[config.mk]
export PLATFORM = sky130hd
export DESIGN_NAME = cpu_ad48_alu_unit
export DESIGN_NICKNAME = d
export VERILOG_FILES = /design/src/rtl/cpu_ad48_alu_pkg.sv /design/src/rtl/cpu_ad48_alu_unit_mul_seq.sv /design/src/rtl/cpu_ad48_alu_unit.sv
export SDC_FILE = /design/constraint.sdc
export NUM_CORES = 1
export LEC_CHECK = 0
export BUFFER_PORTS_ARGS = -buffer_cell sky130_fd_sc_hd__buf_2
export CELL_PAD_IN_SITES_DETAIL_PLACEMENT = 2
export CELL_PAD_IN_SITES_GLOBAL_PLACEMENT = 2
export CORE_ASPECT_RATIO = 1.25
export CORE_MARGIN = 4
export CORE_UTILIZATION = 25
export DETAILED_ROUTE_END_ITERATION = 8
export PLACE_DENSITY = 0.71
export SKIP_LAST_GASP = 1
export SYNTH_ARGS = -nofsm -noshare
export SYNTH_HDL_FRONTEND = slang
export SYNTH_SLANG_ARGS = --single-unit
export TNS_END_PERCENT = 5
[constraint.sdc]
create_clock -name clk -period 6.1 [get_ports clk]
set_clock_uncertainty 0.2 [all_clocks]
set_input_delay 0.305 -clock clk [delete_from_list [all_inputs] [get_ports clk]]
set_output_delay 0.305 -clock clk [all_outputs]
set_load 0.02 [all_outputs]
[src/rtl/cpu_ad48_alu_pkg.sv]
// Shared constants for the cpu_ad48 execution unit: function codes, flag bit
// positions and the sequencing state encoding.
package cpu_ad48_alu_pkg;

  localparam logic [3:0] F_ADD = 4'd0;
  localparam logic [3:0] F_SUB = 4'd1;
  localparam logic [3:0] F_AND = 4'd2;
  localparam logic [3:0] F_OR  = 4'd3;
  localparam logic [3:0] F_XOR = 4'd4;
  localparam logic [3:0] F_SLL = 4'd5;
  localparam logic [3:0] F_SRL = 4'd6;
  localparam logic [3:0] F_SRA = 4'd7;
  localparam logic [3:0] F_NOT = 4'd8;
  localparam logic [3:0] F_MUL = 4'd9;

  localparam int unsigned FLAG_Z = 0;
  localparam int unsigned FLAG_N = 1;
  localparam int unsigned FLAG_C = 2;
  localparam int unsigned FLAG_V = 3;

  typedef enum logic [0:0] {
    S_IDLE = 1'b0,
    S_MUL  = 1'b1
  } state_e;

endpackage

[src/rtl/cpu_ad48_alu_unit_mul_seq.sv]
// Radix-2 shift-add multiplier core: WIDTH iterations after start, the last
// iteration is folded combinationally into product_c when done_c is high.
module cpu_ad48_mul_seq #(
  parameter int unsigned WIDTH = 48
) (
  input  logic             clk,
  input  logic             rst,
  input  logic             start,
  input  logic [WIDTH-1:0] a,
  input  logic [WIDTH-1:0] b,
  output logic             done_c,
  output logic [WIDTH-1:0] product_c
);

  localparam int unsigned CNT_W = $clog2(WIDTH);
  localparam logic [CNT_W-1:0] LAST = CNT_W'(WIDTH - 1);

  logic             running;
  logic [CNT_W-1:0] cnt;
  logic [WIDTH-1:0] acc;
  logic [WIDTH-1:0] mcand;
  logic [WIDTH-1:0] mplier;
  logic [WIDTH-1:0] acc_next;

  assign acc_next  = mplier[0] ? acc + mcand : acc;
  assign done_c    = running && (cnt == LAST);
  assign product_c = acc_next;

  always_ff @(posedge clk) begin
    if (rst) begin
      running <= 1'b0;
      cnt     <= '0;
      acc     <= '0;
      mcand   <= '0;
      mplier  <= '0;
    end else if (start) begin
      running <= 1'b1;
      cnt     <= '0;
      acc     <= '0;
      mcand   <= a;
      mplier  <= b;
    end else if (running) begin
      acc    <= acc_next;
      mcand  <= mcand << 1;
      mplier <= mplier >> 1;
      cnt    <= cnt + CNT_W'(1);
      if (cnt == LAST) running <= 1'b0;
    end
  end

endmodule

[src/rtl/cpu_ad48_alu_unit.sv]
// Handshaked, registered ALU execution unit. Define CPU_AD48_ALU_MUL_EN to
// compile in the iterative multiplier; otherwise MUL is an illegal code.
module cpu_ad48_alu_unit
  import cpu_ad48_alu_pkg::*;
#(
  parameter int unsigned WIDTH = 48,
  parameter int unsigned TAG_W = 4
) (
  input  logic             clk,
  input  logic             rst,
  input  logic             in_valid,
  output logic             in_ready,
  input  logic [3:0]       in_func,
  input  logic [WIDTH-1:0] in_a,
  input  logic [WIDTH-1:0] in_b,
  input  logic [TAG_W-1:0] in_tag,
  output logic             out_valid,
  input  logic             out_ready,
  output logic [WIDTH-1:0] out_res,
  output logic [TAG_W-1:0] out_tag,
  output logic [3:0]       out_flags,
  output logic             out_err
);

  localparam int unsigned SHW   = $clog2(WIDTH);
  localparam int unsigned AMT_W = SHW + 1;
  localparam int unsigned MSB   = WIDTH - 1;

  state_e state_q, state_d;
  logic   in_fire;
  logic   load;

  logic [SHW:0]     amt;
  logic [WIDTH:0]   sum;
  logic [WIDTH-1:0] alu_res;
  logic             alu_c, alu_v, alu_err;

  logic [WIDTH-1:0] ld_res;
  logic [TAG_W-1:0] ld_tag;
  logic             ld_c, ld_v, ld_err;
  logic [3:0]       ld_flags;

  assign in_ready = (state_q == S_IDLE) && (!out_valid || out_ready);
  assign in_fire  = in_valid && in_ready;
  assign amt      = in_b[SHW:0];

`ifdef CPU_AD48_ALU_MUL_EN
  logic             mul_start;
  logic             mul_done_c;
  logic [WIDTH-1:0] mul_res_c;
  logic [TAG_W-1:0] pend_tag;

  cpu_ad48_mul_seq #(.WIDTH(WIDTH)) u_mul (
    .clk       (clk),
    .rst       (rst),
    .start     (mul_start),
    .a         (in_a),
    .b         (in_b),
    .done_c    (mul_done_c),
    .product_c (mul_res_c)
  );

  always_ff @(posedge clk) begin
    if (rst)            pend_tag <= '0;
    else if (mul_start) pend_tag <= in_tag;
  end
`endif

  // Single-cycle datapath; any code not decoded here reports an error.
  always_comb begin
    alu_res = '0;
    alu_c   = 1'b0;
    alu_v   = 1'b0;
    alu_err = 1'b0;
    sum     = '0;
    case (in_func)
      F_ADD: begin
        sum     = {1'b0, in_a} + {1'b0, in_b};
        alu_res = sum[WIDTH-1:0];
        alu_c   = sum[WIDTH];
        alu_v   = (in_a[MSB] == in_b[MSB]) && (sum[MSB] != in_a[MSB]);
      end
      F_SUB: begin
        sum     = {1'b0, in_a} - {1'b0, in_b};
        alu_res = sum[WIDTH-1:0];
        alu_c   = sum[WIDTH];
        alu_v   = (in_a[MSB] != in_b[MSB]) && (sum[MSB] != in_a[MSB]);
      end
      F_AND: alu_res = in_a & in_b;
      F_OR:  alu_res = in_a | in_b;
      F_XOR: alu_res = in_a ^ in_b;
      F_SLL: alu_res = (amt >= AMT_W'(WIDTH)) ? '0 : (in_a << amt);
      F_SRL: alu_res = (amt >= AMT_W'(WIDTH)) ? '0 : (in_a >> amt);
      F_SRA: alu_res = (amt >= AMT_W'(WIDTH)) ? {WIDTH{in_a[MSB]}}
                                              : WIDTH'($signed(in_a) >>> amt);
      F_NOT: alu_res = ~in_a;
      default: alu_err = 1'b1;
    endcase
  end

  // Sequencing: next state and selection of what the output register loads.
  always_comb begin
    state_d = state_q;
    load    = 1'b0;
    ld_res  = alu_res;
    ld_tag  = in_tag;
    ld_c    = alu_c;
    ld_v    = alu_v;
    ld_err  = alu_err;
`ifdef CPU_AD48_ALU_MUL_EN
    mul_start = 1'b0;
`endif
    case (state_q)
      S_IDLE: begin
        if (in_fire) begin
          load = 1'b1;
`ifdef CPU_AD48_ALU_MUL_EN
          if (in_func == F_MUL) begin
            load      = 1'b0;
            mul_start = 1'b1;
            state_d   = S_MUL;
          end
`endif
        end
      end
      S_MUL: begin
`ifdef CPU_AD48_ALU_MUL_EN
        if (mul_done_c) begin
          load    = 1'b1;
          ld_res  = mul_res_c;
          ld_tag  = pend_tag;
          ld_c    = 1'b0;
          ld_v    = 1'b0;
          ld_err  = 1'b0;
          state_d = S_IDLE;
        end
`else
        state_d = S_IDLE;
`endif
      end
      default: state_d = S_IDLE;
    endcase
  end

  always_comb begin
    ld_flags         = '0;
    ld_flags[FLAG_Z] = (ld_res == '0);
    ld_flags[FLAG_N] = ld_res[MSB];
    ld_flags[FLAG_C] = ld_c;
    ld_flags[FLAG_V] = ld_v;
  end

  always_ff @(posedge clk) begin
    if (rst) state_q <= S_IDLE;
    else     state_q <= state_d;
  end

  // Output register: load wins over a simultaneous consume, otherwise hold.
  always_ff @(posedge clk) begin
    if (rst) begin
      out_valid <= 1'b0;
      out_res   <= '0;
      out_tag   <= '0;
      out_flags <= '0;
      out_err   <= 1'b0;
    end else if (load) begin
      out_valid <= 1'b1;
      out_res   <= ld_res;
      out_tag   <= ld_tag;
      out_flags <= ld_flags;
      out_err   <= ld_err;
    end else if (out_valid && out_ready) begin
      out_valid <= 1'b0;
    end
  end

endmodule

Word level (Yosys, flattened, before mapping)
Index checks and enable logic that the tools add are counted.

word-level totals
  register bits = 58
  input port bits = 108
  output and inout port bits = 59
  logic and storage cells = 47

operators by class
  $add $sub $neg = 2
  order comparisons = 1
  equal/unequal tests = 12
  shifts and indexed selects = 3
  muxes and demuxes = 10
  bitwise logic cells = 4
  reductions and logical operators = 10

operators by type and width
  operator              number
  $pmux W48 S9          1
  $mux W48              3
  $add A48 B48 Y49      1
  $sub A48 B48 Y49      1
  $and A48 B48 Y48      1
  $logic_not A48 Y1     1
  $not A48 Y48          1
  $or A48 B48 Y48       1
  $shl A48 B7 Y48       1
  $shr A48 B7 Y48       1
  $sshr A48 B7 Y48      1
  $xor A48 B48 Y48      1
  $eq A4 B3 Y1 const B  4
  $reduce_or A9 Y1      1
  $eq A4 B2 Y1 const B  2
  $ge A7 B6 Y1 const B  1
  $eq A4 B1 Y1 const B  1
  $eq A4 B4 Y1 const B  1
  $logic_and A1 B1 Y1   4
  $logic_not A4 Y1      1
  $mux W1               4
  $pmux W1 S2           2
  $ne A1 B1 Y1          3
  $reduce_bool A2 Y1    1
  other kinds (3)       3

Logic depth before layout (Yosys ltp)
  depth in word-level cells = 5
  depth in mapped cells = 20
  gate-level depth less buffers = 15

Least setup slack after synthesis
No wires, ideal clock.

  kind = input to register
  start = input in_b[3]
  end = register out_flags[0]
  library setup time = 61 ps
  data arrival time = 4,507 ps
  data required time = 5,839 ps
  setup slack = 1,333 ps
  cell stages on the path = 19
  path buffers = 5
  cell sequence = buf_2 -> inv_1 -> buf_2 -> buf_2 -> buf_1 -> clkbuf_1 -> ha_1 -> inv_1 -> o221ai_1 -> o21ai_1 -> nand3_1 -> a31oi_1 -> a211oi_1 -> a221o_1 -> a221o_1 -> nor4_1 -> nand4_1 -> nor4_1 -> a32o_1

on the way
  longest elaborated chain between the ends = 4
  elaborated cells between the ends (all ways) = 14
  those cells by class = add/sub: 2; order compare: 1; shift: 3; mux: 4; bitwise: 3; reduce/logical: 1

RTL lines
  item                                                      line                      text
  from (decl)                                               cpu_ad48_alu_unit.sv:15   input logic [WIDTH-1:0] in_b,
  branches (longest 2 deep; another with $sub A48 B48 Y49)  --
  $pmux W48 S9 *                                            cpu_ad48_alu_unit.sv:76   case (in_func)
  $logic_not A48 Y1 *                                       cpu_ad48_alu_unit.sv:147  ld_flags[FLAG_Z] = (ld_res == '0);
  to (signal assigned)                                      cpu_ad48_alu_unit.sv:170  out_flags <= ld_flags;
  to (decl)                                                 cpu_ad48_alu_unit.sv:21   output logic [3:0] out_flags,

Mark *: on every way between the ends.
A chain may end at the register's enable or synchronous reset.

Worst setup path after layout
  start = input in_a[8]
  end = register out_flags[0]

on the way
  longest elaborated chain between the ends = 4
  elaborated cells between the ends (all ways) = 14
  those cells by class = add/sub: 2; shift: 3; mux: 4; bitwise: 4; reduce/logical: 1

RTL lines
  item                                                      line                      text
  from (decl)                                               cpu_ad48_alu_unit.sv:14   input logic [WIDTH-1:0] in_a,
  branches (longest 2 deep; another with $sub A48 B48 Y49)  --
  $pmux W48 S9 *                                            cpu_ad48_alu_unit.sv:76
  $logic_not A48 Y1 *                                       cpu_ad48_alu_unit.sv:147

Marked as above.

==> results.cfg <==
[routing]
vias_per_cell = 6.66
vias = 26923
final_antenna_net_count = 0
drtIter0Drc = 3125
route.detailed.drc = 0
totalWireLength_um = 157000
dr.pass1.iters = 6
drt-wirelength-per-cell_um = 38.8

[synthesis]
synth_edf_count = 0
synth-seq-cells = 57
synth_fp_nets = 3145
async_reset_ff_frac = 0
synth_warnings = 0
synth_cell_type_count = 95
syn_avg_cell_area_um2 = 7.02
ys_seq_area_frac = 0.0563
syn_inst = 2890
synth_ff_type = dfxtp_1
synth_area_mm2 = 0.0203

[setup_path]
crit_path_max_incr_delay_ps = 710
worstSetupPathType = input port to flop
cp_cell_sequence = buf_2 > inv_1 > ha_1 > nor4_1 > nand3_1 > o21ai_1 > nand3_1 > a31oi_1 > a211oi_1 > a221o_1 > a221o_1 > nor4_1 > buf_4 > nand4_1 > nor4_1 > a32o_1
cp_max_fo = 14
critPathCaptureType = flop
required_ps = 6160
cpMostUsedCell = nor4_1
crit_slowest_cell = a31oi_1
cp-start-kind = input port
crit_arrival_ps = 5660
ff2ff_setup_slack_ps = 2800

[finish]
synthToLayoutAreaGrowth_pct = 13.2
final_cells = 4042
fin_nets = 3223
layout-drive-gt1-share = 0.191
stdcell_area_mm2 = 0.0230

[timing]
fin_crit_ps = 5600
timing.hold.ws_ps = 29.9
tns_ps = 0
worstMarginPinSlew_ps = 1450
report.final.slew_viol_count = 0
fmax_mhz = 179
slew_headroom = 0.0239
finalCritPeriodShare = 0.918
setup_viol = 0
hold_viol = 0
setup_slack_ps = 500
rsz0062_at_grt = no

[clock_network]
root_buffer = clkbuf_16
cts_hold_buf = 0
cts_num_sinks = 57
cts_resized = 0
postCtsSetupRepairBufs = 0
clk_pin_slew_ps = 50
insertion_delay_ps = 320
htreeDepth = 3
clockBufferDepth = 2
numCtsBuffers = 9
tritoncts = yes

[power]
comb_power_share = 0.730
intPower_w = 0.00147
p_sw_w = 0.00186
p_leak_nw = 9.27
seqPwrFrac = 0.126
clkPwrFrac = 0.144
sw_frac_of_total = 0.558
irDropWorstVdd_mv = 0.119
powerDensity_mw_per_mm2 = 145

[die]
core_area_mm2 = 0.0803
die-height_um = 326
ios = 167
fp-row-count = 116
dieArea_mm2 = 0.0858
initial_core_util = 0.253
dieWidth_um = 263

[placed_design]
hpwl_um = 126000
place_congestion = 1.12
placedCellCount = 4019
place_area_mm2 = 0.0226
place_ws_ps = 437
portBuffers = 166

[worst_hold_path]
hold_path.class = input port to flop

[run_status]
status = finished, violations left
violations = max-capacitance violations

[global_routing]
antenna_found_initial = 8
grt_overflow = 0
grt_pass1_vias = 27599
grt.total_usage = 0.346
grt_max_degree = 82
grt_pass1_wl_um = 217000

[job]
maxCapViolCount = 1
[final timing paths]
kind,cells past startpoint,end,startpoint
worst min register to register,2,out_err$_SDFFE_PP0P_,out_err$_SDFFE_PP0P_
worst max-delay path,16,out_flags[0]$_SDFFE_PP0P_,in_a[8]
worst max register to register,13,out_flags[0]$_SDFFE_PP0P_,out_valid$_SDFFE_PP0P_
worst min-delay path,3,out_tag[0]$_SDFFE_PP0P_,in_tag[0]
[cell type report]
class	instances	area [um2]
multi-input combinational	2405	17400
clock inverter	4	45.0
sequential	57	1140
antenna	9	22.5
timing repair buffer	346	2260
clock buffer	10	239
inverter	149	559
fill	9699	57300
tap	1062	1330
[sequential cells by signal (all words and copies together) (netlist names)]
name       flops
out_err        1
out_flags      4
out_res       47
out_tag        4
out_valid      1
[stage by stage]
stage | utilization | power (W)
after CTS | 0.286 | 0.00326
after detailed placement | 0.282 | 0.00276
final | 0.286 | 0.00333
after floorplan | - | 0.00174
after global placement | 0.282 | 0.00273
after global routing | 0.286 | 0.00343
[layout by cell type (no fill, tap or decap), drive strengths merged, types with 21 or more instances in the layout]
cell and n:
nor4 29, xnor2 21, ha 145, o211ai 56, mux2i 124, o22ai 52
nand3 62, dfxtp 57, mux2 58, o221ai 29, and2 27, nor2 318
a21o 27, nand4 31, inv 148, a21oi 214, a211oi 93, o21ai 172
a221oi 29, a31oi 29, mux4 94, nand2 271, nor2b 34, nand2b 24
nor3 100, or2 24, buf 345
[layer usage]
layer | wire length, um | vias to the layer above | track usage
li1 | - | 11056 | -
met1 | 58300 | 13705 | 0.402
met2 | 70800 | 1635 | 0.567
met3 | 11900 | 525 | 0.0539
met4 | 15600 | 2 | 0.273
met5 | 12 | - | 0
[critical path: cells and delay by family]
family / cells / cell delay (ps)
buffers and inverters: 3 / 530
AOI/OAI and AO/OA: 6 / 2390
adders and majority gates: 1 / 520
and+or+nand+nor: 6 / 1910
[cells in the mapped netlist, types with 25 or more instances]
library cell,number,share of area
a211oi_1,93,0.034
a21o_1,27,0.010
a21oi_1,214,0.053
a221oi_1,29,0.013
a31oi_1,29,0.0089
and2_1,25,0.0077
buf_1,25,0.0046
buf_2,64,0.016
clkbuf_1,163,0.030
dfxtp_1,57,0.056
ha_1,145,0.089
inv_1,147,0.027
mux2_2,54,0.030
mux2i_1,124,0.061
mux4_2,93,0.10
nand2_1,271,0.050
nand3_1,62,0.015
nand4_1,31,0.0096
nor2_1,318,0.059
nor2b_1,34,0.010
nor3_1,100,0.025
nor4_1,28,0.0086
o211ai_1,56,0.021
o21ai_0,162,0.040
o221ai_1,29,0.013
o22ai_1,52,0.016
[cell families (layout without fill, tap and decap cells)]
family,Yosys count,after routing,share of synthesized area
compound gates,956,956,0.321
xor+xnor,23,23,0.00993
fa+ha+maj,147,147,0.0914
buf+inv,428,509,0.0902
flops,57,57,0.0563
mux,276,276,0.198
other cells,0,9,0
simple gates,1003,1003,0.233
[power by group through the flow]
stage	Sequential (W)	Clock, W	Combinational, W
finish	0.000421	0.000481	0.00243
global route	0.000425	0.000505	0.00250
CTS	0.000422	0.000490	0.00235
detailed placement	0.000429	0	0.00233
global placement	0.000426	0	0.00230
floorplan	0.000463	0	0.00128
(Power assumes the default switching activity.)
